### src/rtl/rupt_priority_arb.sv
// Interrupt (rupt) priority arbiter: latches request pulses, offers the lowest pending channel at
// instruction boundaries, strobes its vector address and tracks service until RESUME. Macro RUPT_LOCK_EN adds the RUPT LOCK alarm.
module rupt_priority_arb #(
  parameter int NCHAN      = 10,
  parameter int AW         = 12,
  parameter int VEC_BASE   = 'o4000,
  parameter int VEC_STRIDE = 4,
  parameter int LOCK_CYC   = 'd5000,
  localparam int CW        = (NCHAN > 1) ? $clog2(NCHAN) : 1
) (
  input  logic             CLOCK,
  input  logic             rst,
  input  logic             GOJAM,
  input  logic [NCHAN-1:0] RQST,
  input  logic             INHINT,
  input  logic             INOVF,
  input  logic             ACCEPT,
  input  logic             RESUME,
  output logic             RUPTOR,
  output logic             RPTVLD,
  output logic [AW-1:0]    RPTADR,
  output logic [CW-1:0]    CHAN_ID,
  output logic             ACTIVE,
  output logic [NCHAN-1:0] PEND,
  output logic             RLOCK
);

  typedef enum logic [1:0] {ST_IDLE, ST_GRANT, ST_SERVICE} state_e;

  state_e           state_q, state_d;
  logic [NCHAN-1:0] pend_q, pend_d;
  logic [CW-1:0]    chan_q, chan_d, pick;
  logic [AW-1:0]    adr_q, adr_d;
  logic             offer, grant;

  // Lowest pending index wins: scanning downward lets the last hit stand.
  always_comb begin
    // NOTE: every variable written here gets a value first, so no latch can be inferred.
    pick = '0;
    for (int i = NCHAN - 1; i >= 0; i--) begin
      if (pend_q[i]) pick = CW'(i);
    end
  end

  assign offer = (state_q == ST_IDLE) && (|pend_q) && !INHINT && !INOVF;
  assign grant = offer && ACCEPT;

  always_comb begin
    state_d = state_q;
    case (state_q)
      ST_IDLE:    if (grant) state_d = ST_GRANT;
      ST_GRANT:   state_d = ST_SERVICE;
      ST_SERVICE: if (RESUME) state_d = ST_IDLE;
      default:    state_d = ST_IDLE;
    endcase
    if (GOJAM) state_d = ST_IDLE;
  end

  // A new request is OR-ed in after the grant-clear, so a same-cycle set wins.
  always_comb begin
    pend_d = pend_q;
    chan_d = chan_q;
    adr_d  = adr_q;
    if (grant) begin
      pend_d[pick] = 1'b0;
      chan_d       = pick;
      adr_d        = AW'(VEC_BASE) + AW'(pick) * AW'(VEC_STRIDE);
    end
    pend_d = pend_d | RQST;
    if (GOJAM) begin
      pend_d = '0;
      chan_d = '0;
      adr_d  = '0;
    end
  end

  always_ff @(posedge CLOCK or posedge rst) begin
    if (rst) begin
      state_q <= ST_IDLE;
      pend_q  <= '0;
      chan_q  <= '0;
      adr_q   <= '0;
    end else begin
      // NOTE: non-blocking assignments so every flop samples the pre-edge values.
      state_q <= state_d;
      pend_q  <= pend_d;
      chan_q  <= chan_d;
      adr_q   <= adr_d;
    end
  end

  always_comb begin
    RUPTOR = offer;
    RPTVLD = (state_q == ST_GRANT);
    ACTIVE = (state_q != ST_IDLE);
  end

  assign RPTADR  = adr_q;
  assign CHAN_ID = chan_q;
  assign PEND    = pend_q;

`ifdef RUPT_LOCK_EN
  localparam int LW = $clog2(LOCK_CYC + 1);

  logic [LW-1:0] lock_cnt_q, lock_cnt_d;
  logic          rlock_q, rlock_d;

  // Counts GRANT/SERVICE cycles, saturating at LOCK_CYC; any IDLE cycle restarts it.
  always_comb begin
    lock_cnt_d = '0;
    rlock_d    = rlock_q;
    if (state_q != ST_IDLE) begin
      lock_cnt_d = (lock_cnt_q == LW'(LOCK_CYC)) ? lock_cnt_q : lock_cnt_q + 1'b1;
    end
    if (lock_cnt_d == LW'(LOCK_CYC)) rlock_d = 1'b1;
    if (GOJAM) begin
      lock_cnt_d = '0;
      rlock_d    = 1'b0;
    end
  end

  always_ff @(posedge CLOCK or posedge rst) begin
    if (rst) begin
      lock_cnt_q <= '0;
      rlock_q    <= 1'b0;
    end else begin
      lock_cnt_q <= lock_cnt_d;
      rlock_q    <= rlock_d;
    end
  end

  assign RLOCK = rlock_q;
`else
  assign RLOCK = 1'b0;
`endif

endmodule

### config.mk
export PLATFORM = sky130hd
export DESIGN_NAME = rupt_priority_arb
export DESIGN_NICKNAME = d
export VERILOG_FILES = /design/src/rtl/rupt_priority_arb.sv
export SDC_FILE = /design/constraint.sdc
export NUM_CORES = 1
export LEC_CHECK = 0
export BUFFER_PORTS_ARGS = -buffer_cell sky130_fd_sc_hd__buf_2
export CAP_MARGIN = 40
export CORE_AREA = 10 10 61 63
export CTS_CLUSTER_SIZE = 25
export DETAILED_ROUTE_END_ITERATION = 6
export DIE_AREA = 0 0 71 73
export GPL_TIMING_DRIVEN = 1
export PLACE_DENSITY = 0.68
export SYNTH_ARGS = -nofsm -noshare
export SYNTH_HDL_FRONTEND = slang
export SYNTH_SLANG_ARGS = --single-unit
### constraint.sdc
create_clock -name CLOCK -period 2.85 [get_ports CLOCK]
set_input_delay 0.4275 -clock CLOCK [delete_from_list [all_inputs] [get_ports CLOCK]]
set_output_delay 0.4275 -clock CLOCK [all_outputs]
set_load 0.02 [all_outputs]
# Word level (Yosys, flattened, before mapping)
# Index checks and enable logic that the tools add are counted.
dict set report totals {
  register_bits 28
  wordCells 48
  out_inout_bits 30
  in_bits 17
}
dict set report classes {
  mux 22
  n_reduce_logical 12
  n_eq_ne 4
  n_bitwise 3
  n_lt_le_gt_ge 2
  addsub 1
}
# op count
set op_table {}
lappend op_table {{2-to-1 mux 4 bit} 12}
lappend op_table {{2-to-1 mux 12 bit} 2}
lappend op_table {{2-to-1 mux 10 bit} 2}
lappend op_table {{adder 12 x 6 -> 12 bit (first input constant)} 1}
lappend op_table {{AND 10 bit} 1}
lappend op_table {{inverter 10 bit} 1}
lappend op_table {{OR 10 bit} 1}
lappend op_table {{OR reduction 10 bit} 1}
lappend op_table {{2-to-1 mux 2 bit} 3}
lappend op_table {{inequality test 3 bit (second input constant)} 2}
lappend op_table {{case mux 2 bit (3 select lines)} 1}
lappend op_table {{logical AND 1 bit} 5}
lappend op_table {{< comparator 4 x 5 -> 1 bit (second input constant)} 1}
lappend op_table {{demux 1 bit (select 4 bit)} 1}
lappend op_table {{greater-or-equal comparator 4 x 1 -> 1 bit (second input constant)} 1}
lappend op_table {{nonzero test 2 bit} 2}
lappend op_table {{== test 2 x 1 -> 1 bit (second input constant)} 1}
lappend op_table {{== test 2 bit (second input constant)} 1}
lappend op_table {{zero test 1 bit} 2}
lappend op_table {{zero test 2 bit} 1}
lappend op_table {{AND reduction 2 bit} 1}
lappend op_table {{2-to-1 mux 1 bit} 1}

# Longest topological paths before layout
dict set report depth {
  word_depth 19
  mapped_depth 4
  mapped_depth_nobuf 4
}

# Worst setup path before layout
# OpenSTA, ideal clock, no wires.
dict set report synth_path {
  path_type {reg-to-output}
  startpoint {reg pend_q[4] (netlist: PEND[4])}
  endpoint {out RUPTOR}
  path_slack_ns 0.886
  arrival_ns 1.536
  path_buffers 0
  path_stages_with_launch 4
  required_ns 2.423
  path_cell_list {dfrtp_1 -> or4_4 -> or2_1 -> o21a_1}
}
dict set report synth_between {
  elab_chain_len 4
}
# element line
set synth_lines {}
lappend synth_lines {{from (decl)} 31} ;# logic [NCHAN-1:0] pend_q, pend_d;
lappend synth_lines {{from (signal assigned)} 86} ;# pend_q <= pend_d;
lappend synth_lines {{OR reduction 10 bit} 45} ;# assign offer = (state_q == ST_IDLE) && (|pend_q) && !INHINT && !INOVF;
lappend synth_lines {{logical AND 1 bit (3 in a row)} 45}
lappend synth_lines {{to (decl)} 19} ;# output logic RUPTOR,
# Every way passes these cells.

# Worst setup path after layout
# Ends and elaborated chain as after synthesis.

==> flow_metrics.env <==
export IMPL_grt_first_pass_wirelength_um=4220
export IMPL_cp_cell_sequence="or4_4 -> or2_1 -> o21a_1 -> buf_2"
export IMPL_synthToLayoutAreaGrowth_pct=18.7
export IMPL_timing_final_max_slew_violations=0
export IMPL_num_antenna_cells=0
export IMPL_finalWorstPathRequiredPeriod_ns=2.33
export IMPL_layout_drive_gt1_share_pct=34.5
export IMPL_netlist_instances=110
export IMPL_antenna_nets_post_route=0
export IMPL_hold_viol_final=0
export IMPL_drc=0
export IMPL_status="complete, no violations"
export IMPL_tritoncts_num_sinks=17
export IMPL_power_ir_vdd_worst_mv=0.172
export IMPL_critical_path_max_fanout=5
export IMPL_worstSetupPathType="reg2out"
export IMPL_syn_cell_area_sq_um=978
export IMPL_ys_warn_count=0
export IMPL_synthesis_area_per_instance_sq_um=8.89
export IMPL_detailedRoute_firstIterationViolations=33
export IMPL_clock_insertion_delay_worst_skew_ns=0.29
export IMPL_rr_endpoint="PEND[4]"
export IMPL_antenna_found_initial=0
export IMPL_gate_power_share_pct=23.4
export IMPL_wl_um=2560
export IMPL_floorplan_initialDensity_pct=37.4
export IMPL_clock_skew_ns=0.00394
export IMPL_critPathArrivalTime_ns=1.91
export IMPL_count_of_instances_resized_after_the_clock_tree_is_built=0
export IMPL_critical_path_slowest_cell="sky130_fd_sc_hd__or4_4"
export IMPL_power_share_switching_pct=33.0
export IMPL_numCtsBuffers=3
export IMPL_placedInstanceArea_sq_um=1130
export IMPL_required_ns=2.42
export IMPL_final_standard_cell_area_without_fillers_sq_um=1160
export IMPL_report_final_setup_viol=0
export IMPL_regToRegSetupSlack_ns=0.98
export IMPL_nFillCells=269
export IMPL_cp_end_kind="primary output"
export IMPL_period_share_pct=81.9
export IMPL_h_tree_depth=1
export IMPL_vias_in_the_first_global_route=925
export IMPL_synth_enable_flop_cells=0
export IMPL_synth_seq_area_share_pct=43.5
export IMPL_internal_power_w=0.000351
export IMPL_port_buffers=38
export IMPL_setup_tns_ns=0
export IMPL_boundaryPins=47
export IMPL_die_area_sq_um=5180
export IMPL_vias_per_cell=5.03
export IMPL_grt_total_usage_pct=9.96
export IMPL_ys_ff_latch=17
export IMPL_cts_tree="yes"
export IMPL_power_per_cell_area_nw_per_um2=451
export IMPL_cts_path_max_buffers=2
export IMPL_hold_buffers=0
export IMPL_vias=886
export IMPL_post_cts_repair_setup_buffers=0
export IMPL_fp_coreArea_sq_um=2620
export IMPL_power_frac_clock_pct=25.1
export IMPL_yosys_most_used_dff="sky130_fd_sc_hd__dfrtp_1"
export IMPL_pin_count_of_the_biggest_net_entering_global_routing=18
export IMPL_clock_tree_root_cell="sky130_fd_sc_hd__clkbuf_4"
export IMPL_globalplace_congestion=0.934
export IMPL_cp_startpoint="PEND[4]"
export IMPL_routedWlPerCell_um=14.5
export IMPL_worst_r2r_cell_count=4
export IMPL_dp_hpwl_um=2100
export IMPL_nNetsFinal=163
export IMPL_power_share_sequential_pct=51.4
export IMPL_timing_critical_path_from_type="flop"
export IMPL_worst_slew_pin_transition_ns=0.650
export IMPL_p_sw_w=0.000173
export IMPL_async_set_or_reset_register_ratio_after_synthesis_pct=100
export IMPL_unrepaired_setup_endpoints_after_global_routing="false"
export IMPL_floorplan_rows=19
export IMPL_slowest_delay_ns=0.58
export IMPL_grt_ovfl_total=0
export IMPL_hold_path_class="in2async"
export IMPL_regToRegStartpoint="state_q[1]"
export IMPL_dieWidth_um=71
export IMPL_cts_reportedPaths_clkPinSlew_ns=0.10
export IMPL_drt_pass1_iter_count=4
export IMPL_die_height_um=73
export IMPL_static_leakage_power_nw=0.605
export IMPL_synth_cell_type_count=31
export IMPL_relative_slew_margins_pct=56.6
export IMPL_cap_violations=0
export IMPL_fmax_mhz=428
-- layout make-up --
cell class                 instances  area (sq um)  share of cell area, %
clock buffer                       4          26.3                   2.26
inverter                          11          41.3                   3.56
multi-input combinational         75           439                   37.8
sequential                        17           425                   36.6
tap                               31          38.8                   3.34
timing repair buffer              38           190                   16.4
-- sequential cells by signal, summed over array words and instances, names as in the netlist --
register / count
CHAN_ID: 3
RPTADR: 2
PEND: 10
state_q: 2
-- how the worst max path moves through the flow --
stage	end	slack, ns	cells after the start
after floorplan	RUPTOR	0.89	3
after global placement	RUPTOR	0.88	4
after detailed placement	RUPTOR	0.87	4
after CTS	RUPTOR	0.52	4
after global routing	RUPTOR	0.44	4
final	RUPTOR	0.52	4
-- routing by layer --
| layer | routed length [um] | global-route usage, % |
|---|---|---|
| met1 | 948 | 9.97 |
| met3 | 231 | 3.95 |
| met5 | 0 | 0 |
| met4 | 44 | 4.95 |
| met2 | 1330 | 17.6 |
-- cell usage after synthesis, drive strengths merged, types with 5 or more instances --
cell type | instances | area (sq um)
nor2 | 17 | 63.8
or2 | 5 | 31.3
inv | 11 | 41.3
nand2 | 6 | 22.5
dfrtp | 17 | 425
a21oi | 11 | 55.1
a311oi | 6 | 52.6
buf | 13 | 95.1
-- power groups by stage --
stage               Clock (W)  Combinational (W)  Sequential [W]
finish               0.000132           0.000123        0.000270
floorplan                   0          0.0000767        0.000287
detailed placement          0           0.000123        0.000274
CTS                  0.000135           0.000124        0.000270
global route         0.000143           0.000136        0.000273
global placement            0           0.000121        0.000274
-- logic make-up after synthesis --
| family | after synthesis | synth area share, % |
|---|---|---|
| and+or+nand+nor | 40 | 21.7 |
| buffers and inverters | 25 | 14.3 |
| AOI/OAI and AO/OA | 27 | 20.1 |
| other | 1 | 0.383 |
| DFF | 17 | 43.5 |
-- critical path, delay by kind of cell (launching register included) --
| kind | cells | cell delay, ns |
|---|---|---|
| compound gates | 1 | 0.19 |
| simple gates | 2 | 0.84 |
| flops | 1 | 0.43 |
| buf+inv | 1 | 0.15 |
-- layout by cell type, fill, tap and decap left out, types with 2 or more instances in the layout --
cell type                  instances
sky130_fd_sc_hd__a21oi_1          11
sky130_fd_sc_hd__a311oi_1          6
sky130_fd_sc_hd__buf_2            38
sky130_fd_sc_hd__clkbuf_4          3
sky130_fd_sc_hd__conb_1            8
sky130_fd_sc_hd__dfrtp_1          17
sky130_fd_sc_hd__inv_1            11
sky130_fd_sc_hd__nand2_1           6
sky130_fd_sc_hd__nor2_1           17
sky130_fd_sc_hd__nor3_1            2
sky130_fd_sc_hd__o21ai_0           2
sky130_fd_sc_hd__or2_2             4
sky130_fd_sc_hd__or3_1             2
-- per-stage QoR --
step	hold slack, ns	instances	setup slack (ns)	util, %	power [W]
6_report	0.206	176	0.516	44.4	0.000524
5_1_grt	0.263	176	0.445	44.4	0.000552
4_1_cts	0.232	176	0.521	44.4	0.000528
3_5_place_dp	0.488	172	0.867	43.4	0.000398
3_3_place_gp	0.477	172	0.882	43.4	0.000395
2_1_floorplan	0.354	117	0.886	-	0.000363
(Power assumes the default switching activity.)
